--- config.mk ---
export PLATFORM = sky130hd
export DESIGN_NAME = fpu_ss_core_arbiter
export DESIGN_NICKNAME = d
export VERILOG_FILES = /design/src/rtl/fpu_ss_pkg.sv /design/src/rtl/fpu_ss_rr_arbiter.sv /design/src/rtl/fpu_ss_core_arbiter.sv
export SDC_FILE = /design/constraint.sdc
export NUM_CORES = 1
export LEC_CHECK = 0
export CAP_MARGIN = 20
export CELL_PAD_IN_SITES_DETAIL_PLACEMENT = 1
export CELL_PAD_IN_SITES_GLOBAL_PLACEMENT = 1
export CORE_AREA = 4 4 466 468
export CTS_CLUSTER_SIZE = 10
export DETAILED_ROUTE_END_ITERATION = 8
export DIE_AREA = 0 0 470 472
export PLACE_DENSITY = 0.3
export REMOVE_ABC_BUFFERS = 1
export SYNTH_ARGS = -nofsm -noshare
export SYNTH_HDL_FRONTEND = slang
export SYNTH_SLANG_ARGS = --single-unit
--- constraint.sdc ---
create_clock -name clk_i -period 6.75 [get_ports clk_i]
set_input_delay 1.0125 -clock clk_i [delete_from_list [all_inputs] [get_ports clk_i]]
set_output_delay 1.0125 -clock clk_i [all_outputs]
set_load 0.03 [all_outputs]
--- src/rtl/fpu_ss_pkg.sv ---
// Shared FPU subsystem types plus the helpers used by the per-core arbitration front end.
package fpu_ss_pkg;

  localparam int unsigned NB_CORES_MAX = 32;

  typedef struct packed {
    logic [31:0]      instr;
    logic [1:0]       mode;
    logic [3:0]       id;
    logic [1:0][31:0] rs;
    logic [1:0]       rs_valid;
  } x_issue_req_t;

  typedef struct packed {
    logic accept;
    logic writeback;
    logic dualwrite;
    logic dualread;
    logic loadstore;
    logic exc;
  } x_issue_resp_t;

  typedef struct packed {
    logic [3:0]  id;
    logic [31:0] data;
    logic [4:0]  rd;
    logic        we;
    logic        exc;
    logic [5:0]  exccode;
  } x_result_t;

  // Next round-robin pointer after serving index ptr out of n requesters.
  function automatic int unsigned rr_next(input int unsigned ptr, input int unsigned n);
    return (ptr >= n - 1) ? 0 : ptr + 1;
  endfunction

endpackage

--- src/rtl/fpu_ss_rr_arbiter.sv ---
// Generic N-way round-robin arbiter; the grant is frozen while the downstream stalls.
module fpu_ss_rr_arbiter
  import fpu_ss_pkg::*;
#(
  parameter int unsigned N = 8,
  localparam int unsigned IDX_W = $clog2(N)
) (
  input  logic             clk_i,
  input  logic             rst_i,
  input  logic [N-1:0]     req_i,
  input  logic             hold_i,       // granted request offered but not taken
  input  logic             handshake_i,  // granted request taken
  output logic [IDX_W-1:0] gnt_idx_o,
  output logic             gnt_valid_o
);

  logic [IDX_W-1:0] rr_ptr_q;
  logic [IDX_W-1:0] locked_idx_q;
  logic             lock_q;
  logic [IDX_W-1:0] search_gnt;

  // Find the first active request at or after the round-robin pointer.
  always_comb begin
    int unsigned      pos;
    logic [IDX_W-1:0] pos_idx;
    logic             found;
    search_gnt = '0;
    found      = 1'b0;
    pos        = 0;
    pos_idx    = '0;
    for (int unsigned k = 0; k < N; k++) begin
      pos = 32'(rr_ptr_q) + k;
      if (pos >= N) pos = pos - N;
      pos_idx = IDX_W'(pos);
      if (!found && req_i[pos_idx]) begin
        found      = 1'b1;
        search_gnt = pos_idx;
      end
    end
  end

  // A held grant overrides the search until its handshake.
  always_comb begin
    gnt_idx_o   = lock_q ? locked_idx_q : search_gnt;
    gnt_valid_o = lock_q ? req_i[locked_idx_q] : |req_i;
  end

  // Pointer advances past the served requester; lock follows the stall condition.
  always_ff @(posedge clk_i or posedge rst_i) begin
    if (rst_i) begin
      rr_ptr_q     <= '0;
      lock_q       <= 1'b0;
      locked_idx_q <= '0;
    end else begin
      // A dropped request produces no stall, so the lock also releases on that violation.
      lock_q <= hold_i;
      if (hold_i) locked_idx_q <= gnt_idx_o;
      if (handshake_i) rr_ptr_q <= IDX_W'(rr_next(32'(gnt_idx_o), N));
    end
  end

  a_locked_req_held: assert property (@(posedge clk_i) disable iff (rst_i)
    lock_q |-> req_i[locked_idx_q])
    else $error("locked requester dropped its valid before handshake");

endmodule

--- src/rtl/fpu_ss_core_arbiter.sv ---
// Fans NB_CORES core X-interfaces into one fpu_ss issue port and steers results back.
module fpu_ss_core_arbiter
  import fpu_ss_pkg::*;
#(
  parameter int unsigned NB_CORES = 8,
  localparam int unsigned IDX_W = $clog2(NB_CORES)
) (
  input  logic                         clk_i,
  input  logic                         rst_i,
  input  logic [NB_CORES-1:0]          core_issue_valid_i,
  output logic [NB_CORES-1:0]          core_issue_ready_o,
  input  x_issue_req_t [NB_CORES-1:0]  core_issue_req_i,
  output x_issue_resp_t [NB_CORES-1:0] core_issue_resp_o,
  output logic                         fpu_issue_valid_o,
  input  logic                         fpu_issue_ready_i,
  output x_issue_req_t                 fpu_issue_req_o,
  input  x_issue_resp_t                fpu_issue_resp_i,
  output logic [31:0]                  fpu_core_id_o,
  input  logic                         fpu_result_valid_i,
  output logic                         fpu_result_ready_o,
  input  x_result_t                    fpu_result_i,
  input  logic [31:0]                  fpu_dest_core_id_i,
  output logic [NB_CORES-1:0]          core_result_valid_o,
  input  logic [NB_CORES-1:0]          core_result_ready_i,
  output x_result_t                    core_result_o,
  output logic                         route_err_o
);

  logic [IDX_W-1:0] gnt;
  logic             gnt_valid;

  logic             buf_valid_q;
  x_result_t        buf_data_q;
  logic [IDX_W-1:0] buf_dest_q;
  logic             route_err_q;

  logic drain;
  logic accept;
  logic in_range;

  fpu_ss_rr_arbiter #(
    .N (NB_CORES)
  ) u_rr_arbiter (
    .clk_i       (clk_i),
    .rst_i       (rst_i),
    .req_i       (core_issue_valid_i),
    .hold_i      (gnt_valid && !fpu_issue_ready_i),
    .handshake_i (gnt_valid && fpu_issue_ready_i),
    .gnt_idx_o   (gnt),
    .gnt_valid_o (gnt_valid)
  );

  // Zero-latency issue mux: only the granted core sees ready and response.
  always_comb begin
    fpu_issue_valid_o       = gnt_valid;
    fpu_issue_req_o         = core_issue_req_i[gnt];
    fpu_core_id_o           = 32'(gnt);
    core_issue_ready_o      = '0;
    core_issue_ready_o[gnt] = fpu_issue_ready_i;
    core_issue_resp_o       = '0;
    core_issue_resp_o[gnt]  = fpu_issue_resp_i;
  end

  // Result buffer handshake; a full buffer still accepts when it drains this cycle.
  always_comb begin
    drain              = buf_valid_q && core_result_ready_i[buf_dest_q];
    fpu_result_ready_o = !buf_valid_q || drain;
    accept             = fpu_result_valid_i && fpu_result_ready_o;
    in_range           = fpu_dest_core_id_i < NB_CORES;
    core_result_valid_o             = '0;
    core_result_valid_o[buf_dest_q] = buf_valid_q;
    core_result_o      = buf_data_q;
    route_err_o        = route_err_q;
  end

  // One-entry result buffer; misrouted results are swallowed and flagged.
  always_ff @(posedge clk_i or posedge rst_i) begin
    if (rst_i) begin
      buf_valid_q <= 1'b0;
      buf_data_q  <= '0;
      buf_dest_q  <= '0;
      route_err_q <= 1'b0;
    end else begin
      route_err_q <= accept && !in_range;
      if (accept && in_range) begin
        buf_valid_q <= 1'b1;
        buf_data_q  <= fpu_result_i;
        buf_dest_q  <= fpu_dest_core_id_i[IDX_W-1:0];
      end else if (drain) begin
        buf_valid_q <= 1'b0;
      end
    end
  end

endmodule

==> reports/metrics.cfg <==
[route]
wl_per_cell_um=32.0
drc_errors=0
antenna_left=0
drt-total-wl_um=172000
dr.pass1.iters=5
viasPerCell=3.12
drt_iter0_drc=875
num_vias=16786

[final_layout]
area_growth_pct=159
multiInputGateArea_sq_mm=0.00821
finish.utilization_pct=12.5
fillCellCount=25188
layout-drive-gt1-share_pct=16.1
final_nets=3450
register_area_sq_mm=0.00153
stdcell_area_sq_mm=0.0268

[timing]
setup_violations=0
rsz0062_at_grt=false
finalHoldViolCount=0
maxClockFrequency_mhz=155
worst-slew-pin-transition_ns=1.02
worst_slack_ns=0.288
relSlewSlack_pct=32.1
min_period_ns=6.46
clock_skew_ns=0.00848
report.final.slew_viol_count=0
hold_slack_ns=0.507
finalCritPeriodShare_pct=95.7

[grt]
first_global_vias=18200
track_usage_pct=14.8
grt_pass1_wl_um=213000
grt_antenna_before_repair=167
grt.overflow.total=0
grt_max_degree=78

[logic_synthesis]
async_flop_share_pct=100
yosysMostFrequentCell=nand2_1
syn-cell-area_sq_mm=0.0103
synth_area_per_cell_sq_um=7.55
synth_cell_types=61
synth_top_cell_by_area=dfrtp_1
seq_area_frac_synth_pct=14.8
synth_edf_count=0
synthFlopType=dfrtp_1
synth_cells=1371
yosysTopAreaCellShare_pct=14.8
yosys-top-cells-area=dfrtp_1, mux2i_1, nand2_1
synthTopCellsByCount=nand2_1, mux2i_1, nand3_1
ys_warn_count=0
ys_seq_elements=61

[die]
core-area_sq_mm=0.214
start_util_pct=4.84
die_area_sq_mm=0.222
fp.dieH_um=472
num_rows=170
die_width_um=470
io_pins=1191

[setup_path]
path_max_fanout=39
worstSetupPathType=input port to primary output
worstPathArrival_ns=5.45
start_kind=input port
critPathRequiredTime_ns=5.74
cp-end-kind=primary output

[clock_tree]
insertion_delay_ns=0.37
cts.sinks=61
cts_root_buffer=clkbuf_16
postCtsSetupRepairBufs=0
htreeDepth=3
cts_tree=built
numCtsBuffers=9
clockBufferDepth=2
cts.clk_slew.worst_paths_ns=0.06
hold_buffers=0

[outcome]
status=finished, final reports clean

[pwr]
powerDensity_mw_per_mm2=785
total_power_w=0.0210
total_leakage_power_nw=9.88
vdd_drop_max_mv=0.408

[place]
placed_area_sq_mm=0.0263
gp_congestion=0.836
dp_hpwl_um=154000
pre_cts_ws_ns=-0.285
port_buffers=1161

[min_path]
min_path_type=flop to flop

[flow_run]
drv_cap=0

registers in the layout, summed over array words and instances (netlist names):
register and cells:
buf_dest_q 3, buf_valid_q 1, core_result_o 49, route_err_o 1, u_rr_arbiter.lock_q 1, u_rr_arbiter.locked_idx_q 3
u_rr_arbiter.rr_ptr_q 3
worst paths after layout:
check                           slack, ns                      from  cells after the start                       end
worst min register to register       0.51         core_result_o[29]                      1         core_result_o[29]
max in group asynchronous            4.83                     rst_i                      3          core_result_o[1]
worst max register to register       2.48  u_rr_arbiter.rr_ptr_q[0]                     15  u_rr_arbiter.rr_ptr_q[2]
worst min-delay path                 0.51         core_result_o[29]                      1         core_result_o[29]
worst max-delay path                 0.29     core_issue_valid_i[7]                     14       fpu_issue_req_o[63]
min in group asynchronous            1.26                     rst_i                      3             buf_dest_q[1]
timing repair:
item                                    CTS  global route
gates resized for setup                   3             1
endpoints found under the setup margin    2             4
cloned                                    0             1
cells in the final DEF (no fill, tap or decap), types with 21 or more instances in the layout:
cell type	instances
clkdlybuf4s50_1	1003
nand2_1	296
buf_4	164
mux2i_1	144
nand3_1	141
a22oi_1	108
mux2_2	92
buf_12	86
dfrtp_1	61
and3_1	57
and2_1	44
a32oi_1	42
diode_2	39
conb_1	29
a2bb2oi_1	22
o22a_1	21
metrics by stage:
step | setup TNS (ns) | cells
2_1_floorplan | -243.28 | 1241
3_3_place_gp | -0.407 | 5332
3_5_place_dp | -0.362 | 5333
4_1_cts | 0 | 5348
5_1_grt | 0 | 5369
6_report | 0 | 5388
layout make-up:
cell class	instances	area share (%)
well taps	2838	13.3
inverters	13	0.229
clock buffers	11	0.944
diodes	39	0.364
flip-flops and latches	61	5.70
clock inverters	4	0.177
multi-input cells	1167	30.6
repair buffers	1255	48.7
cells by family after synthesis:
| family | count (synthesis) | share of synthesized area, % |
|---|---|---|
| buffers and inverters | 171 | 8.02 |
| DFF | 61 | 14.8 |
| and+or+nand+nor | 604 | 27.5 |
| adders and majority gates | 4 | 0.484 |
| xor gates and xnor gates | 3 | 0.254 |
| AOI/OAI and AO/OA | 272 | 20.9 |
| other | 1 | 0.0362 |
| muxes | 255 | 28.0 |
layer usage:
metal  vias up  part of all wire [%]  global-route usage, %
met2       970                    51                   26.7
met4       130                   1.5                   3.21
met3       250                    12                   8.25
met5         -                  0.46                      0
met1      8039                    35                   14.8
li1       7397                     -                      -
power by group:
group / switching [W] / total (W) / internal [W] / leakage [nW]
logic: 0.0123 / 0.0201 / 0.00775 / 8.89
clock network: 0.000203 / 0.000506 / 0.000302 / 0.148
registers: 0.0000483 / 0.000435 / 0.000386 / 0.837
worst max-delay path, cell delays in order:
cell	delay, ns
clkdlybuf4s50_1	0.65
mux4_2	0.62
a2111o_1	0.46
o311ai_1	0.15
a21bo_2	0.29
a2bb2oi_1	0.13
buf_4	0.19
nand2_8	0.08
buf_4	0.40
buf_16	0.29
nand2_1	0.08
a32oi_1	0.46
and3_1	0.34
buf_4	0.20
Power figures use the tool's default switching activity.
